===== config.mk =====
export PLATFORM = sky130hd
export DESIGN_NAME = dmem_arbiter_flat
export DESIGN_NICKNAME = d
export VERILOG_FILES = /design/src/rtl/dmem_arbiter_if.sv /design/src/rtl/dmem_arbiter.sv /design/src/flat_wrapper.sv
export SDC_FILE = /design/constraint.sdc
export NUM_CORES = 1
export LEC_CHECK = 0
export BUFFER_PORTS_ARGS = -buffer_cell sky130_fd_sc_hd__buf_2
export CAP_MARGIN = 20
export CORE_MARGIN = 2
export CORE_UTILIZATION = 50
export CTS_BUF_LIST = sky130_fd_sc_hd__clkbuf_4 sky130_fd_sc_hd__clkbuf_8
export CTS_CLUSTER_DIAMETER = 80
export CTS_CLUSTER_SIZE = 28
export DETAILED_ROUTE_END_ITERATION = 7
export GPL_TIMING_DRIVEN = 1
export PLACE_DENSITY = 0.88
export SLEW_MARGIN = 20
export SYNTH_ARGS = -nofsm -noshare
export SYNTH_HDL_FRONTEND = slang
export SYNTH_SLANG_ARGS = --single-unit

===== constraint.sdc =====
create_clock -name clk -period 4.1 [get_ports clk]
set_clock_uncertainty 0.2 [all_clocks]
set_input_delay 0 -clock clk [delete_from_list [all_inputs] [get_ports clk]]
set_output_delay 0 -clock clk [all_outputs]
set_load 0.05 [all_outputs]

===== src/rtl/dmem_arbiter_if.sv =====
// dmem_arbiter_if
// Bundles everything the data-memory arbiter talks to except clock and reset:
//   a_*   : port A (CPU core) request, ready pulse and read data
//   b_*   : port B (loader/debug) request, ready pulse and read data
//   mem_* : single-port data memory; mem_reg is both read and write address,
//           mem_read_data is combinational from the memory
//   grant_b : which port owns the access in flight (debug visibility)
// The slave modport is the arbiter's view; the master modport is the view of
// the environment (requesters plus memory).

interface dmem_arbiter_if #(
    parameter int ADDR_W = 6,
    parameter int DATA_W = 32
);
    logic              a_req;
    logic              a_write;
    logic [ADDR_W-1:0] a_reg;
    logic [DATA_W-1:0] a_write_data;
    logic              a_ready;
    logic [DATA_W-1:0] a_read_data;

    logic              b_req;
    logic              b_write;
    logic [ADDR_W-1:0] b_reg;
    logic [DATA_W-1:0] b_write_data;
    logic              b_ready;
    logic [DATA_W-1:0] b_read_data;

    logic              mem_write;
    logic [ADDR_W-1:0] mem_reg;
    logic [DATA_W-1:0] mem_write_data;
    logic [DATA_W-1:0] mem_read_data;

    logic              grant_b;

    modport slave (
        input  a_req, a_write, a_reg, a_write_data,
        output a_ready, a_read_data,
        input  b_req, b_write, b_reg, b_write_data,
        output b_ready, b_read_data,
        output mem_write, mem_reg, mem_write_data,
        input  mem_read_data,
        output grant_b
    );

    modport master (
        output a_req, a_write, a_reg, a_write_data,
        input  a_ready, a_read_data,
        output b_req, b_write, b_reg, b_write_data,
        input  b_ready, b_read_data,
        input  mem_write, mem_reg, mem_write_data,
        output mem_read_data,
        input  grant_b
    );
endinterface


===== src/rtl/dmem_arbiter.sv =====
// dmem_arbiter
// Round-robin arbiter letting two requesters share one single-port data
// memory. Every access walks IDLE -> SERVE -> RESP, so one access completes
// every three cycles. Requests are sampled only in IDLE; the winner's
// write/reg/write_data are latched there and replayed to the memory in SERVE.
// Read data is captured for reads and writes alike at the end of SERVE.
//
// Ports:
//   clk   - single clock, all state changes on the rising edge
//   reset - synchronous, active-high; aborts any access in flight
//   bus   - dmem_arbiter_if.slave (both requester ports, memory side, grant_b)
//
// state | meaning
// IDLE  | wait for a request; pick winner, latch its access
// SERVE | latched access driven to memory; read data captured at exit
// RESP  | winner's ready high for this one cycle

module dmem_arbiter #(
    parameter int ADDR_W = 6,
    parameter int DATA_W = 32
) (
    input  logic            clk,
    input  logic            reset,
    dmem_arbiter_if.slave   bus
);

    typedef enum logic [1:0] {
        IDLE  = 2'd0,
        SERVE = 2'd1,
        RESP  = 2'd2
    } state_t;

    state_t            state_q,     state_d;
    logic              last_b_q,    last_b_d;
    logic              grant_b_q,   grant_b_d;
    logic              lat_write_q, lat_write_d;
    logic [ADDR_W-1:0] lat_reg_q,   lat_reg_d;
    logic [DATA_W-1:0] lat_wdata_q, lat_wdata_d;
    logic [DATA_W-1:0] a_rdata_q,   a_rdata_d;
    logic [DATA_W-1:0] b_rdata_q,   b_rdata_d;
    logic              a_ready_q,   a_ready_d;
    logic              b_ready_q,   b_ready_d;

    always_ff @(posedge clk) begin
        if (reset) begin
            state_q     <= IDLE;
            // Pretend B was granted last so A wins the first conflict.
            last_b_q    <= 1'b1;
            grant_b_q   <= 1'b0;
            lat_write_q <= 1'b0;
            lat_reg_q   <= '0;
            lat_wdata_q <= '0;
            a_rdata_q   <= '0;
            b_rdata_q   <= '0;
            a_ready_q   <= 1'b0;
            b_ready_q   <= 1'b0;
        end else begin
            state_q     <= state_d;
            last_b_q    <= last_b_d;
            grant_b_q   <= grant_b_d;
            lat_write_q <= lat_write_d;
            lat_reg_q   <= lat_reg_d;
            lat_wdata_q <= lat_wdata_d;
            a_rdata_q   <= a_rdata_d;
            b_rdata_q   <= b_rdata_d;
            a_ready_q   <= a_ready_d;
            b_ready_q   <= b_ready_d;
        end
    end

    always_comb begin
        logic win_b;

        state_d     = state_q;
        last_b_d    = last_b_q;
        grant_b_d   = grant_b_q;
        lat_write_d = lat_write_q;
        lat_reg_d   = lat_reg_q;
        lat_wdata_d = lat_wdata_q;
        a_rdata_d   = a_rdata_q;
        b_rdata_d   = b_rdata_q;
        a_ready_d   = 1'b0;
        b_ready_d   = 1'b0;
        win_b       = 1'b0;

        unique case (state_q)
            IDLE: begin
                if (bus.a_req || bus.b_req) begin
                    // B wins alone, or in a conflict when A was granted last.
                    win_b       = bus.b_req && (!bus.a_req || !last_b_q);
                    grant_b_d   = win_b;
                    last_b_d    = win_b;
                    lat_write_d = win_b ? bus.b_write      : bus.a_write;
                    lat_reg_d   = win_b ? bus.b_reg        : bus.a_reg;
                    lat_wdata_d = win_b ? bus.b_write_data : bus.a_write_data;
                    state_d     = SERVE;
                end
            end
            SERVE: begin
                // For a write this captures the word being overwritten.
                if (grant_b_q) begin
                    b_rdata_d = bus.mem_read_data;
                end else begin
                    a_rdata_d = bus.mem_read_data;
                end
                a_ready_d = !grant_b_q;
                b_ready_d = grant_b_q;
                state_d   = RESP;
            end
            RESP: begin
                state_d = IDLE;
            end
            default: begin
                state_d = IDLE;
            end
        endcase
    end

    // Reset is synchronous, so a reset arriving during SERVE would otherwise
    // still commit the write at the very edge that aborts the access.
    assign bus.mem_write      = (state_q == SERVE) && lat_write_q && !reset;
    assign bus.mem_reg        = lat_reg_q;
    assign bus.mem_write_data = lat_wdata_q;
    assign bus.a_ready        = a_ready_q;
    assign bus.b_ready        = b_ready_q;
    assign bus.a_read_data    = a_rdata_q;
    assign bus.b_read_data    = b_rdata_q;
    assign bus.grant_b        = grant_b_q;

endmodule


===== src/flat_wrapper.sv =====
// flat-port wrapper written by rule: the top's interface ports become plain ports
module dmem_arbiter_flat 
#(
    parameter int ADDR_W = 6,
    parameter int DATA_W = 32
)
  (clk, reset, bus_a_req, bus_a_write, bus_a_reg, bus_a_write_data, bus_a_ready, bus_a_read_data, bus_b_req, bus_b_write, bus_b_reg, bus_b_write_data, bus_b_ready, bus_b_read_data, bus_mem_write, bus_mem_reg, bus_mem_write_data, bus_mem_read_data, bus_grant_b);
  dmem_arbiter_if #(.ADDR_W(ADDR_W), .DATA_W(DATA_W)) bus_i ();
  input  logic clk;
  input  logic reset;
  input wire logic [$bits(bus_i.a_req)-1:0] bus_a_req;
  input wire logic [$bits(bus_i.a_write)-1:0] bus_a_write;
  input wire logic [$bits(bus_i.a_reg)-1:0] bus_a_reg;
  input wire logic [$bits(bus_i.a_write_data)-1:0] bus_a_write_data;
  output wire logic [$bits(bus_i.a_ready)-1:0] bus_a_ready;
  output wire logic [$bits(bus_i.a_read_data)-1:0] bus_a_read_data;
  input wire logic [$bits(bus_i.b_req)-1:0] bus_b_req;
  input wire logic [$bits(bus_i.b_write)-1:0] bus_b_write;
  input wire logic [$bits(bus_i.b_reg)-1:0] bus_b_reg;
  input wire logic [$bits(bus_i.b_write_data)-1:0] bus_b_write_data;
  output wire logic [$bits(bus_i.b_ready)-1:0] bus_b_ready;
  output wire logic [$bits(bus_i.b_read_data)-1:0] bus_b_read_data;
  output wire logic [$bits(bus_i.mem_write)-1:0] bus_mem_write;
  output wire logic [$bits(bus_i.mem_reg)-1:0] bus_mem_reg;
  output wire logic [$bits(bus_i.mem_write_data)-1:0] bus_mem_write_data;
  input wire logic [$bits(bus_i.mem_read_data)-1:0] bus_mem_read_data;
  output wire logic [$bits(bus_i.grant_b)-1:0] bus_grant_b;
  assign bus_i.a_req = bus_a_req;
  assign bus_i.a_write = bus_a_write;
  assign bus_i.a_reg = bus_a_reg;
  assign bus_i.a_write_data = bus_a_write_data;
  assign bus_a_ready = bus_i.a_ready;
  assign bus_a_read_data = bus_i.a_read_data;
  assign bus_i.b_req = bus_b_req;
  assign bus_i.b_write = bus_b_write;
  assign bus_i.b_reg = bus_b_reg;
  assign bus_i.b_write_data = bus_b_write_data;
  assign bus_b_ready = bus_i.b_ready;
  assign bus_b_read_data = bus_i.b_read_data;
  assign bus_mem_write = bus_i.mem_write;
  assign bus_mem_reg = bus_i.mem_reg;
  assign bus_mem_write_data = bus_i.mem_write_data;
  assign bus_i.mem_read_data = bus_mem_read_data;
  assign bus_grant_b = bus_i.grant_b;
  dmem_arbiter #(.ADDR_W(ADDR_W), .DATA_W(DATA_W)) u_core (.clk(clk), .reset(reset), .bus(bus_i));
endmodule

Yosys cells after proc, flatten, opt, wreduce, memory -nomap -nowiden
Cells that the tools add are included.
- bits in registers: 109
- bits in latches: 0
- bits in writable memories: 0
- ROM bits: 0
- bits of input ports: 114
- output and inout port bits: 106
- logic and storage cells: 33
- memories kept: 0
- $add $sub $neg: 0
- $mul: 0
- div/mod/pow operators: 0
- $lt $le $gt $ge: 0
- equality and inequality tests: 2
- shifts and indexed selects: 0
- muxes and demuxes: 5
- bitwise logic cells: 2
- reductions and logical operators: 14
- operators with widths (cell ; number):
    $mux 32 ; 1
    $mux 6 ; 1
    $reduce_and 2->1 ; 3
    $logic_not 1->1 ; 4
    $pmux 2 s2 ; 1
    $logic_and 1x1->1 ; 3
    $eq 2x1->1 const B ; 1
    $logic_not 2->1 ; 1
    $logic_or 1x1->1 ; 2
    $mux 2 ; 1
    $ne 2x1->1 const B ; 1
    $not 1->1 ; 2
    $reduce_or 2->1 ; 1
    $mux 1 ; 1

Logic depth before layout (Yosys ltp)
Gate-level depths: netlist of run 1.
- word-level depth: 4
- depth in mapped cells: 5
- mapped depth without buffers: 3

Least setup slack after synthesis of run 1
No wires, ideal clock.
- path type: flip-flop to flip-flop
- start: register u_core.grant_b_q, in the netlist u_core.bus.grant_b
- end: register u_core.a_rdata_q[22], in the netlist u_core.bus.a_read_data[22]
- setup time: 0.070 ns
- data arrival time: 1.418 ns
- data required time: 3.830 ns
- setup slack: 2.412 ns
- stages on the path, launching flop included: 6
- path buffers: 2
- period minus slack after synthesis: 1.688 ns
- path through: dfxtp_1 > or3b_1 > clkbuf_1 > buf_2 > nand2_1 > a21oi_1
- cells in the longest elaborated chain, start to end: 2
- ends and longest elaborated chain (item ; line ; source):
    from (decl) ; dmem_arbiter.sv:35 ; logic grant_b_q, grant_b_d;
    from (signal assigned) ; dmem_arbiter.sv:60 ; grant_b_q <= grant_b_d;
    $not 1->1 (no line) ; - ;
    $reduce_and 2->1 (no line) ; - ;
    to (signal assigned) ; dmem_arbiter.sv:64 ; a_rdata_q <= a_rdata_d;
    to (decl) ; dmem_arbiter.sv:39 ; logic [DATA_W-1:0] a_rdata_q, a_rdata_d;
Every way passes these cells.
A chain may end at the register's enable or synchronous reset.

Worst setup path after layout of run 1
- start: register u_core.last_b_q
- end: register u_core.lat_wdata_q[28], in the netlist u_core.bus.mem_write_data[28]
- cells in the longest elaborated chain, start to end: 4
- ends and longest elaborated chain (item ; line ; source):
    from (decl) ; dmem_arbiter.sv:34 ; logic last_b_q, last_b_d;
    from (signal assigned) ; dmem_arbiter.sv:59 ; last_b_q <= last_b_d;
    $logic_not 1->1 ; dmem_arbiter.sv:90 ; win_b = bus.b_req && (!bus.a_req || !last_b_q);
    $logic_or 1x1->1 ; dmem_arbiter.sv:90 ;
    $logic_and 1x1->1 ; dmem_arbiter.sv:90 ;
    $mux 32 ; dmem_arbiter.sv:95 ; lat_wdata_d = win_b ? bus.b_write_data : bus.a_write_data;
    to (signal assigned) ; dmem_arbiter.sv:63 ; lat_wdata_q <= lat_wdata_d;
    to (decl) ; dmem_arbiter.sv:38 ; logic [DATA_W-1:0] lat_wdata_q, lat_wdata_d;
Every way passes these cells.

==> impl_metrics.toml, run 1 <==
[sta]
layout_min_cycle_time_ps = 2700
rsz0062_at_grt = "no"
worst_pin_slew_ps = 1080
period_share = 0.658
setup_viol = 0
fmax_mhz = 371
slew_viol_final = 0
worst_hold_slack_ps = 120
setup_tns_ps = 0
slew_headroom = 0.279
worst_slack_ps = 1400
finalHoldViolCount = 0

[synthesis]
synth_largest_area_cell = "dfxtp_1"
synth.area.top_cells = "dfxtp_1, nand2_1, a21oi_1"
syn_nets = 639
synth_seq_cells = 109
synth_cells = 525
syn_area_per_cell_um2 = 7.93
seq_area_frac_synth = 0.524
netlist.area_leader.share = 0.524
synth_warnings = 0
synth.distinct_cells = 22
netlist_area_mm2 = 0.00417

[worst_setup_path]
slowest_stage = "dlygate4sd3_1"
crit_path_start = "u_core.last_b_q$_SDFFE_PP1P_"
path_class = "flop to flop"
worstPathMaxFanout = 10
cp_common_cell = "dlygate4sd3_1"
worstSetupEndpointType = "flop"
worstReg2RegStart = "u_core.last_b_q$_SDFFE_PP1P_"
crit_chain = "a21boi_2 -> nand2_1 -> dlygate4sd3_1 -> a311oi_1 -> dlygate4sd3_1"
cp_data_required_time_ps = 4190
critPathLaunchType = "flop"
cpPeakStageDelay_ps = 630
critical_path_arrival_ps = 2790

[finish]
antenna_cells = 0
nNetsFinal = 943
final_area_mm2 = 0.00658
fillers = 466
area_delta_synth_final_pct = 58.0
drive_gt1_frac = 0.297

[detailed_routing]
vias_per_cell = 5.60
wl_mm = 15.9
drt_iter0_drc = 296
ant_nets = 0
vias = 5254
avgRoutedWirePerCell_um = 17.0
drc = 0
dr.pass1.iters = 6

[clocking]
cts_tree = "yes"
post-cts-setup-buffers = 0
clockRootBuffer = "clkbuf_8"
htree_levels = 3
clk_latency_ps = 350
cts_hold_repair.buffers = 115
cts_made_buffers = 9
clkSinkCount = 109
cts_resized = 0
clock_path_buffers = 2
path_clk_slew_ps = 100

[pwr]
peakVddDrop_mv = 0.229
p_per_area_mw_per_mm2 = 396
leakagePower_nw = 3.05

[placed_design]
place_area_mm2 = 0.00523
gp_congestion = 0.803
dp_hpwl_mm = 8.05
post-place-ws_ps = 2070
portBuffers = 219

[global_route]
grt_use_total = 0.349
antenna_found_initial = 0
grt_use_met1 = 0.395
use_met2 = 0.594
grt_max_degree = 110
grt-ovfl-total = 0
grt_pass1_vias = 5083
grt_pass1_wl_mm = 24.7
use_met3 = 0.0957
grt_busiest_layer = "met2"

[floorplan]
ios = 220
rows = 33
die_height_um = 95.3
die_x_um = 95.3
die_area_mm2 = 0.00908
core_area_mm2 = 0.00813
start_util = 0.512

[job]
drv_cap = 0

[min_path]
min_from = "reset"
hp-class = "input pin to flop"

[outcome]
outcome = "finished, final reports clean"
## synthesized netlist by cell type
master    count
o21bai_1      1
nand3b_1      1
a21oi_1     105
nor3b_2       1
nor3b_1       1
nor3_1        1
or2_2         1
and2_1        1
nand2_1     207
clkbuf_1     20
buf_4         4
a21bo_2       1
or3b_1        1
dfxtp_1     109
a311oi_1     39
a21boi_1      1
o21ai_0       1
nor2_1        5
and3b_1       1
buf_2        22
and3_1        1
or2_1         1
## per-layer routing
metal | share of wire | vias to the layer above
li1 | - | 2384
met1 | 0.35 | 2385
met2 | 0.49 | 394
met3 | 0.10 | 91
met4 | 0.050 | 0
met5 | 0 | -
## final timing paths
path | to | slack (ps) | cells past startpoint
worst min register to register | u_core.bus.a_read_data[1]$_SDFFE_PP0P_ | 260 | 2
worst max-delay path | u_core.bus.mem_write_data[28]$_SDFFE_PP0P_ | 1400 | 5
worst min-delay path | u_core.bus.a_read_data[15]$_SDFFE_PP0P_ | 120 | 2
worst max register to register | u_core.bus.mem_write_data[28]$_SDFFE_PP0P_ | 1400 | 5
## placed cells by master, fill, tap and decap left out, types with 2 or more instances in the layout
| cell | synthesis | layout |
|---|---|---|
| buf_2 | 22 | 218 |
| nand2_1 | 207 | 207 |
| dlygate4sd3_1 | 0 | 115 |
| dfxtp_1 | 109 | 109 |
| a21oi_1 | 105 | 105 |
| a311oi_1 | 39 | 39 |
| clkbuf_8 | 0 | 10 |
| buf_4 | 4 | 6 |
| nor2_1 | 5 | 3 |
| nor2_2 | 0 | 2 |
## metrics by stage
| stage | total power (W) | util | cells |
|---|---|---|---|
| after CTS | 0.00257 | 0.809 | 938 |
| after floorplan | 0.00164 | - | 525 |
| after global placement | 0.00179 | 0.643 | 808 |
| final | 0.00261 | 0.809 | 938 |
| after detailed placement | 0.00181 | 0.643 | 808 |
| after global routing | 0.00270 | 0.809 | 938 |
## power by group
group          total [W]  internal (W)  switching (W)
Combinational   0.000762      0.000262       0.000500
Clock           0.000663      0.000299       0.000364
Sequential       0.00118       0.00113      0.0000479
Total            0.00261       0.00169       0.000912
## logic make-up (layout without fill, tap and decap cells)
family,Yosys count,count (layout),synth area share
buffers and inverters,46,354,0.0517
DFF,109,109,0.524
AOI/OAI and AO/OA,148,148,0.215
and+or+nand+nor,222,222,0.209
## layout make-up
| type | instances | area, um^2 | share of cell area |
|---|---|---|---|
| well taps | 105 | 131 | 0.0200 |
| multi-input cells | 370 | 1780 | 0.271 |
| repair buffers | 339 | 2290 | 0.347 |
| clock buffers | 10 | 138 | 0.0209 |
| flip-flops and latches | 109 | 2180 | 0.331 |
| clock inverters | 5 | 60.1 | 0.00912 |
## worst max-delay path: cells and delay by family, from the launching register on
family	cells	cell delay, ps
buf+inv	2	1210
compound gates	2	750
flops	1	360
simple gates	1	120
No activity file was read; power rests on OpenSTA's default activity.
==> run 2: changes to the inputs <==
--- a/config.mk
+++ b/config.mk
@@ -5,16 +5,17 @@
 export SDC_FILE = /design/constraint.sdc
 export NUM_CORES = 1
 export LEC_CHECK = 0
+export ABC_AREA = 1
 export BUFFER_PORTS_ARGS = -buffer_cell sky130_fd_sc_hd__buf_2
 export CAP_MARGIN = 20
 export CORE_MARGIN = 2
-export CORE_UTILIZATION = 50
+export CORE_UTILIZATION = 49
 export CTS_BUF_LIST = sky130_fd_sc_hd__clkbuf_4 sky130_fd_sc_hd__clkbuf_8
 export CTS_CLUSTER_DIAMETER = 80
 export CTS_CLUSTER_SIZE = 28
 export DETAILED_ROUTE_END_ITERATION = 7
 export GPL_TIMING_DRIVEN = 1
-export PLACE_DENSITY = 0.88
+export PLACE_DENSITY = 0.82
 export SLEW_MARGIN = 20
 export SYNTH_ARGS = -nofsm -noshare
 export SYNTH_HDL_FRONTEND = slang
==> constraint.sdc (replaced) <==
create_clock -name clk -period 2.7 [get_ports clk]
set_clock_uncertainty 0.2 [all_clocks]
set_input_delay 0 -clock clk [delete_from_list [all_inputs] [get_ports clk]]
set_output_delay 0 -clock clk [all_outputs]
set_load 0.05 [all_outputs]
==> run 2 against run 1 <==
Against the previous run:
- sequential share of layout area decreased by 4.3 points
- sequential power increased by 53%
- critical path depth increased by 3
- largest cell class unchanged
- power increased by 68%
- cell count increased by 28%
- largest power group unchanged
- fmax increased by 11%
- first-iteration DRC count increased by 16%
- hold slack got worse by 70 ps
- utilization decreased by 6.2 points
- via count increased by 16%
- register-to-register slack got worse by 1100 ps
- non-clock buffer count increased by 15
==> impl_metrics.toml, run 2 <==
[global_route]
antenna_found_initial = 0
grt-ovfl-total = 0
grt_max_degree = 66
grt_pass1_vias = 5802
grt_use_total = 0.299
grt_pass1_wl_mm = 27.0

[clocking]
clkSinkCount = 109
path_clk_slew_ps = 110
htree_levels = 3
cts_made_buffers = 9
cts_tree = "yes"
clockRootBuffer = "clkbuf_8"
post-cts-setup-buffers = 0
clock_path_buffers = 2
clk_latency_ps = 370

[synthesis]
synth_most_common_cell = "nand2_1"
synth.distinct_cells = 19
netlist.area_leader.share = 0.433
synth_largest_area_cell = "dfxtp_1"
seq_area_frac_synth = 0.433
synth_edf_count = 0
syn_area_per_cell_um2 = 6.67
synth_seq_cells = 109
ys.flop_type = "dfxtp_1"
netlist_area_mm2 = 0.00504
synth_cells = 756
ys_top_cells_by_count = "nand2_1, nor2_1, dfxtp_1, inv_1, nand3_1"
synth-async-reset-ratio = 0
syn_nets = 870
synth.area.top_cells = "dfxtp_1, nand2_1, nor2_1"
synth_warnings = 0

[finish]
antenna_cells = 0
drive_gt1_frac = 0.238
mostFrequentLayoutCell = "buf_2"
final_cell_count_no_fill = 1205
area_delta_synth_final_pct = 50.2
register_area_mm2 = 0.00218
nNetsFinal = 1178
final_cell_mix = "buf_2, nand2_1, nor2_1"
final_area_mm2 = 0.00757
multi_input_area_mm2 = 0.00228
fillers = 718

[worst_setup_path]
critPathLaunchType = "flop"
critical_path_arrival_ps = 2510
worstSetupEndpointType = "flop"
path_class = "flop to flop"
cp_data_required_time_ps = 2770
worstPathMaxFanout = 39

[min_path]
hp-class = "input pin to flop"

[outcome]
outcome = "finished, final reports clean"

[sta]
rsz0062_at_grt = "no"
worst_hold_slack_ps = 49.8
finalHoldViolCount = 0
layout_min_cycle_time_ps = 2440
slew_viol_final = 0
worst_slack_ps = 261
slew_headroom = 0.304
setup_viol = 0
setup_tns_ps = 0
fmax_mhz = 410
period_share = 0.903
worst_pin_slew_ps = 1040

[detailed_routing]
drc = 0
wl_mm = 17.1
vias = 6082
avgRoutedWirePerCell_um = 14.2
dr.pass1.iters = 5
drt_iter0_drc = 342
vias_per_cell = 5.05
ant_nets = 0

[placed_design]
dp_hpwl_mm = 8.92
place_area_mm2 = 0.00611
post-place-ws_ps = 934
placed_cells = 1066
gp_congestion = 0.766
portBuffers = 219

[job]
drv_cap = 0

[pwr]
leakagePower_nw = 3.97
p_per_area_mw_per_mm2 = 579
peakVddDrop_mv = 0.342

[floorplan]
die_area_mm2 = 0.0111
ios = 220
die_height_um = 105
start_util = 0.497
rows = 37
die_x_um = 105
core_area_mm2 = 0.0101
run 2: cell count changes after synthesis, moves of 3 or more:
cell / previous run / this run
clkbuf_1: 20 / 24
a21boi_0: 0 / 22
a311oi_1: 39 / 0
nand4_1: 0 / 32
buf_6: 0 / 6
nand3_1: 0 / 43
inv_2: 0 / 3
inv_1: 0 / 72
nand2_1: 207 / 216
a21oi_1: 105 / 33
nor2_1: 5 / 147
a21boi_1: 1 / 17
run 2: worst paths after layout:
kind,from,end,slack (ps),cells after the start
max reg2reg,u_core.state_q[1]$_SDFFE_PP0P_,u_core.bus.mem_write_data[21]$_SDFFE_PP0P_,260,8
min reg2reg,u_core.bus.b_read_data[27]$_SDFFE_PP0P_,u_core.bus.b_read_data[27]$_SDFFE_PP0P_,270,2
max,u_core.state_q[1]$_SDFFE_PP0P_,u_core.bus.mem_write_data[21]$_SDFFE_PP0P_,260,8
min,bus_a_req,u_core.state_q[0]$_SDFFE_PP0P_,50,3
run 2: worst max-delay path, stage by stage, from the launching register on:
cell,delay (ps)
dfxtp_1,330
inv_2,280
nand2_1,110
nor2_2,90
buf_4,370
nand2_1,140
nor2_1,140
dlygate4sd3_1,590
nor2_1,60
run 2: final cells by class:
class | count | area share
clock buffer | 9 | 0.0164
clock inverter | 7 | 0.0142
inverter | 75 | 0.0372
multi-input combinational | 515 | 0.301
sequential | 109 | 0.288
tap | 136 | 0.0225
timing repair buffer | 354 | 0.321
run 2: cells by family (layout without fill, tap and decap cells):
group / Yosys count / in the layout / synth area share
AND/OR/NAND/NOR: 442 / 442 / 0.358
AO/OA/AOI/OAI: 73 / 73 / 0.0926
buffers and inverters: 132 / 445 / 0.117
flip-flops: 109 / 109 / 0.433
run 2: repair_timing:
item	CTS	global route
endpoints found under the hold margin	109	0
hold buffers	123	0
resized for setup	0	0
run 2: per-stage QoR:
step	utilization	total power, W
final	0.747	0.00439
after global routing	0.747	0.00459
after CTS	0.747	0.00435
after detailed placement	0.603	0.00304
after global placement	0.603	0.00303
after floorplan	-	0.00276
run 2: per-layer routing:
| metal | wire [um] | vias to the layer above | track usage | part of all wire |
|---|---|---|---|---|
| li1 | - | 2956 | - | - |
| met1 | 6690 | 2751 | 0.344 | 0.39 |
| met2 | 8440 | 320 | 0.522 | 0.49 |
| met3 | 1400 | 55 | 0.0662 | 0.082 |
| met4 | 573 | 0 | 0.142 | 0.033 |
| met5 | 0 | - | 0 | 0 |
run 2: where the power goes:
| part | switching, W | leakage [nW] | internal, W | total [W] |
|---|---|---|---|---|
| clock | 0.000586 | 0.113 | 0.000539 | 0.00112 |
| combinational | 0.000964 | 2.96 | 0.000491 | 0.00146 |
| sequential | 0.0000686 | 0.895 | 0.00174 | 0.00181 |
| total | 0.00162 | 3.97 | 0.00277 | 0.00439 |
==> run 3: changes to the inputs <==
==> constraint.sdc (replaced) <==
create_clock -name clk -period 2.7 [get_ports clk]
set_clock_uncertainty 0.2 [all_clocks]
set_input_delay 0 -clock clk [delete_from_list [all_inputs] [get_ports clk]]
set_output_delay 0 -clock clk [all_outputs]
set_load 0.005 [all_outputs]
==> run 3 against run 2 <==
Against the previous run:
- largest power group unchanged
- via count decreased by 1.6%
- combinational power decreased by 29%
- hold slack improved by 29 ps
- flip-flop and latch count unchanged
- global-route usage decreased by 0.29 points
- cell count increased by 0.50%
- setup slack improved by 5.3 ps
- sequential share of layout area decreased by 0.085 points
==> impl_metrics.toml, run 3 (synthesis gave the netlist of run 2 again) <==
[worst_setup_path]
crit_chain = "inv_2 -> nand2_1 -> nor2_2 -> buf_4 -> nand2_1 -> nor2_1 -> dlygate4sd3_1 -> nor2_1"
r2r_cells = 8
worstSetupEndpointType = "flop"
cpPeakStageDelay_ps = 590
reg2reg_to = "u_core.bus.mem_write_data[6]$_SDFFE_PP0P_"
slowest_stage = "dlygate4sd3_1"
path_class = "flop to flop"
worstReg2RegStart = "u_core.state_q[1]$_SDFFE_PP0P_"
cp_data_required_time_ps = 2760
critical_path_arrival_ps = 2490
r2r_setup_slack_ps = 270
critPathLaunchType = "flop"
worstPathMaxFanout = 39

[min_path]
hold_depth = 3
holdPathEnd = "u_core.state_q[0]$_SDFFE_PP0P_"
min_from = "bus_a_req"
hp-class = "input pin to flop"

[sta]
period_share = 0.901
setup_tns_ps = 0
rsz0062_at_grt = "no"
finalHoldViolCount = 0
layout_min_cycle_time_ps = 2430
slew_headroom = 0.254
setup_viol = 0
worst_pin_slew_ps = 1120
slew_viol_final = 0
fmax_mhz = 411

[global_route]
grt_pass1_vias = 5857
grt_pass1_wl_mm = 27.2
grt_max_degree = 74
grt-ovfl-total = 0
grt_use_total = 0.296
antenna_found_initial = 0

[finish]
area_delta_synth_final_pct = 50.7
nNetsFinal = 1184
mostFrequentLayoutCell = "buf_2"
final_area_mm2 = 0.00760
antenna_cells = 0
drive_gt1_frac = 0.239
final_cell_mix = "buf_2, nand2_1, nor2_1"

[clocking]
clkSinkCount = 109
cts_tree = "yes"
path_clk_slew_ps = 100
clockRootBuffer = "clkbuf_8"
clock_path_buffers = 2
clk_latency_ps = 360
cts_made_buffers = 9
htree_levels = 3
post-cts-setup-buffers = 0

[detailed_routing]
vias = 5986
dr.pass1.iters = 4
wl_mm = 16.8
vias_per_cell = 4.94
drc = 0
ant_nets = 0
drt_iter0_drc = 370
avgRoutedWirePerCell_um = 13.8

[floorplan]
rows = 37
core_area_mm2 = 0.0101
die_height_um = 105
die_x_um = 105
start_util = 0.497
die_area_mm2 = 0.0111
ios = 220

[job]
drv_cap = 0

[pwr]
leakagePower_nw = 4.00
p_per_area_mw_per_mm2 = 510
peakVddDrop_mv = 0.365

[placed_design]
portBuffers = 219
place_area_mm2 = 0.00613
dp_hpwl_mm = 9.18
gp_congestion = 0.771

[outcome]
outcome = "finished, final reports clean"
## run 3: area by class of cell
cell class | count | area, um^2
Multi-Input combinational cell | 515 | 2280
Sequential cell | 109 | 2180
Fill cell | 691 | 2540
Clock buffer | 10 | 131
Timing Repair Buffer | 360 | 2480
Clock inverter | 6 | 70.1
Tap cell | 136 | 170
Inverter | 75 | 282
## run 3: report_power, final
group	internal [W]	switching, W	leakage (nW)
Clock	0.000449	0.000577	0.0982
Sequential	0.00174	0.0000691	0.895
Combinational	0.000499	0.000539	3.01
Total	0.00269	0.00118	4.00
## run 3: timing repair
action | 4_1_cts | 5_1_grt
hold endpoints to repair | 107 | 0
hold buffers | 126 | 0
gates resized for setup | 0 | 0
## run 3: worst max-delay path by stage
stage | start | endpoint | slack (ps) | cells past startpoint
finish | u_core.state_q[1]$_SDFFE_PP0P_ | u_core.bus.mem_write_data[6]$_SDFFE_PP0P_ | 270 | 8
global route | u_core.state_q[1]$_SDFFE_PP0P_ | u_core.bus.mem_write_data[20]$_SDFFE_PP0P_ | 130 | 8
CTS | u_core.last_b_q$_SDFFE_PP1P_ | u_core.bus.mem_write_data[24]$_SDFFE_PP0P_ | 320 | 7
detailed placement | u_core.state_q[1]$_SDFFE_PP0P_ | u_core.bus.mem_write_data[2]$_SDFFE_PP0P_ | 950 | 7
global placement | u_core.state_q[1]$_SDFFE_PP0P_ | u_core.bus.mem_write_data[2]$_SDFFE_PP0P_ | 970 | 7
floorplan | u_core.bus.grant_b$_SDFFE_PP0P_ | u_core.bus.a_read_data[10]$_SDFFE_PP0P_ | 1350 | 6
## run 3: metal layers
layer	wire, um	GRT usage	vias up
li1	-	-	2958
met1	6740	0.358	2683
met2	8290	0.515	309
met3	1370	0.0643	36
met4	359	0.106	0
met5	0	0	-
## run 3: worst max-delay path, delay by kind of cell (launching register included)
family	cells	cell delay, ps
flip-flops	1	330
buffers and inverters	3	1240
AND/OR/NAND/NOR	5	550
## run 3: stage by stage
stage          hold WS (ps)  worst slack (ps)  std cells  total power [W]  utilization
2_1_floorplan         -65.1              1350        756          0.00233            -
3_5_place_dp           48.5               947       1069          0.00262        0.605
3_3_place_gp           37.9               971       1069          0.00261        0.605
4_1_cts                58.1               324       1211          0.00383        0.749
6_report               79.2               266       1211          0.00387        0.749
5_1_grt                 137               129       1211          0.00407        0.749
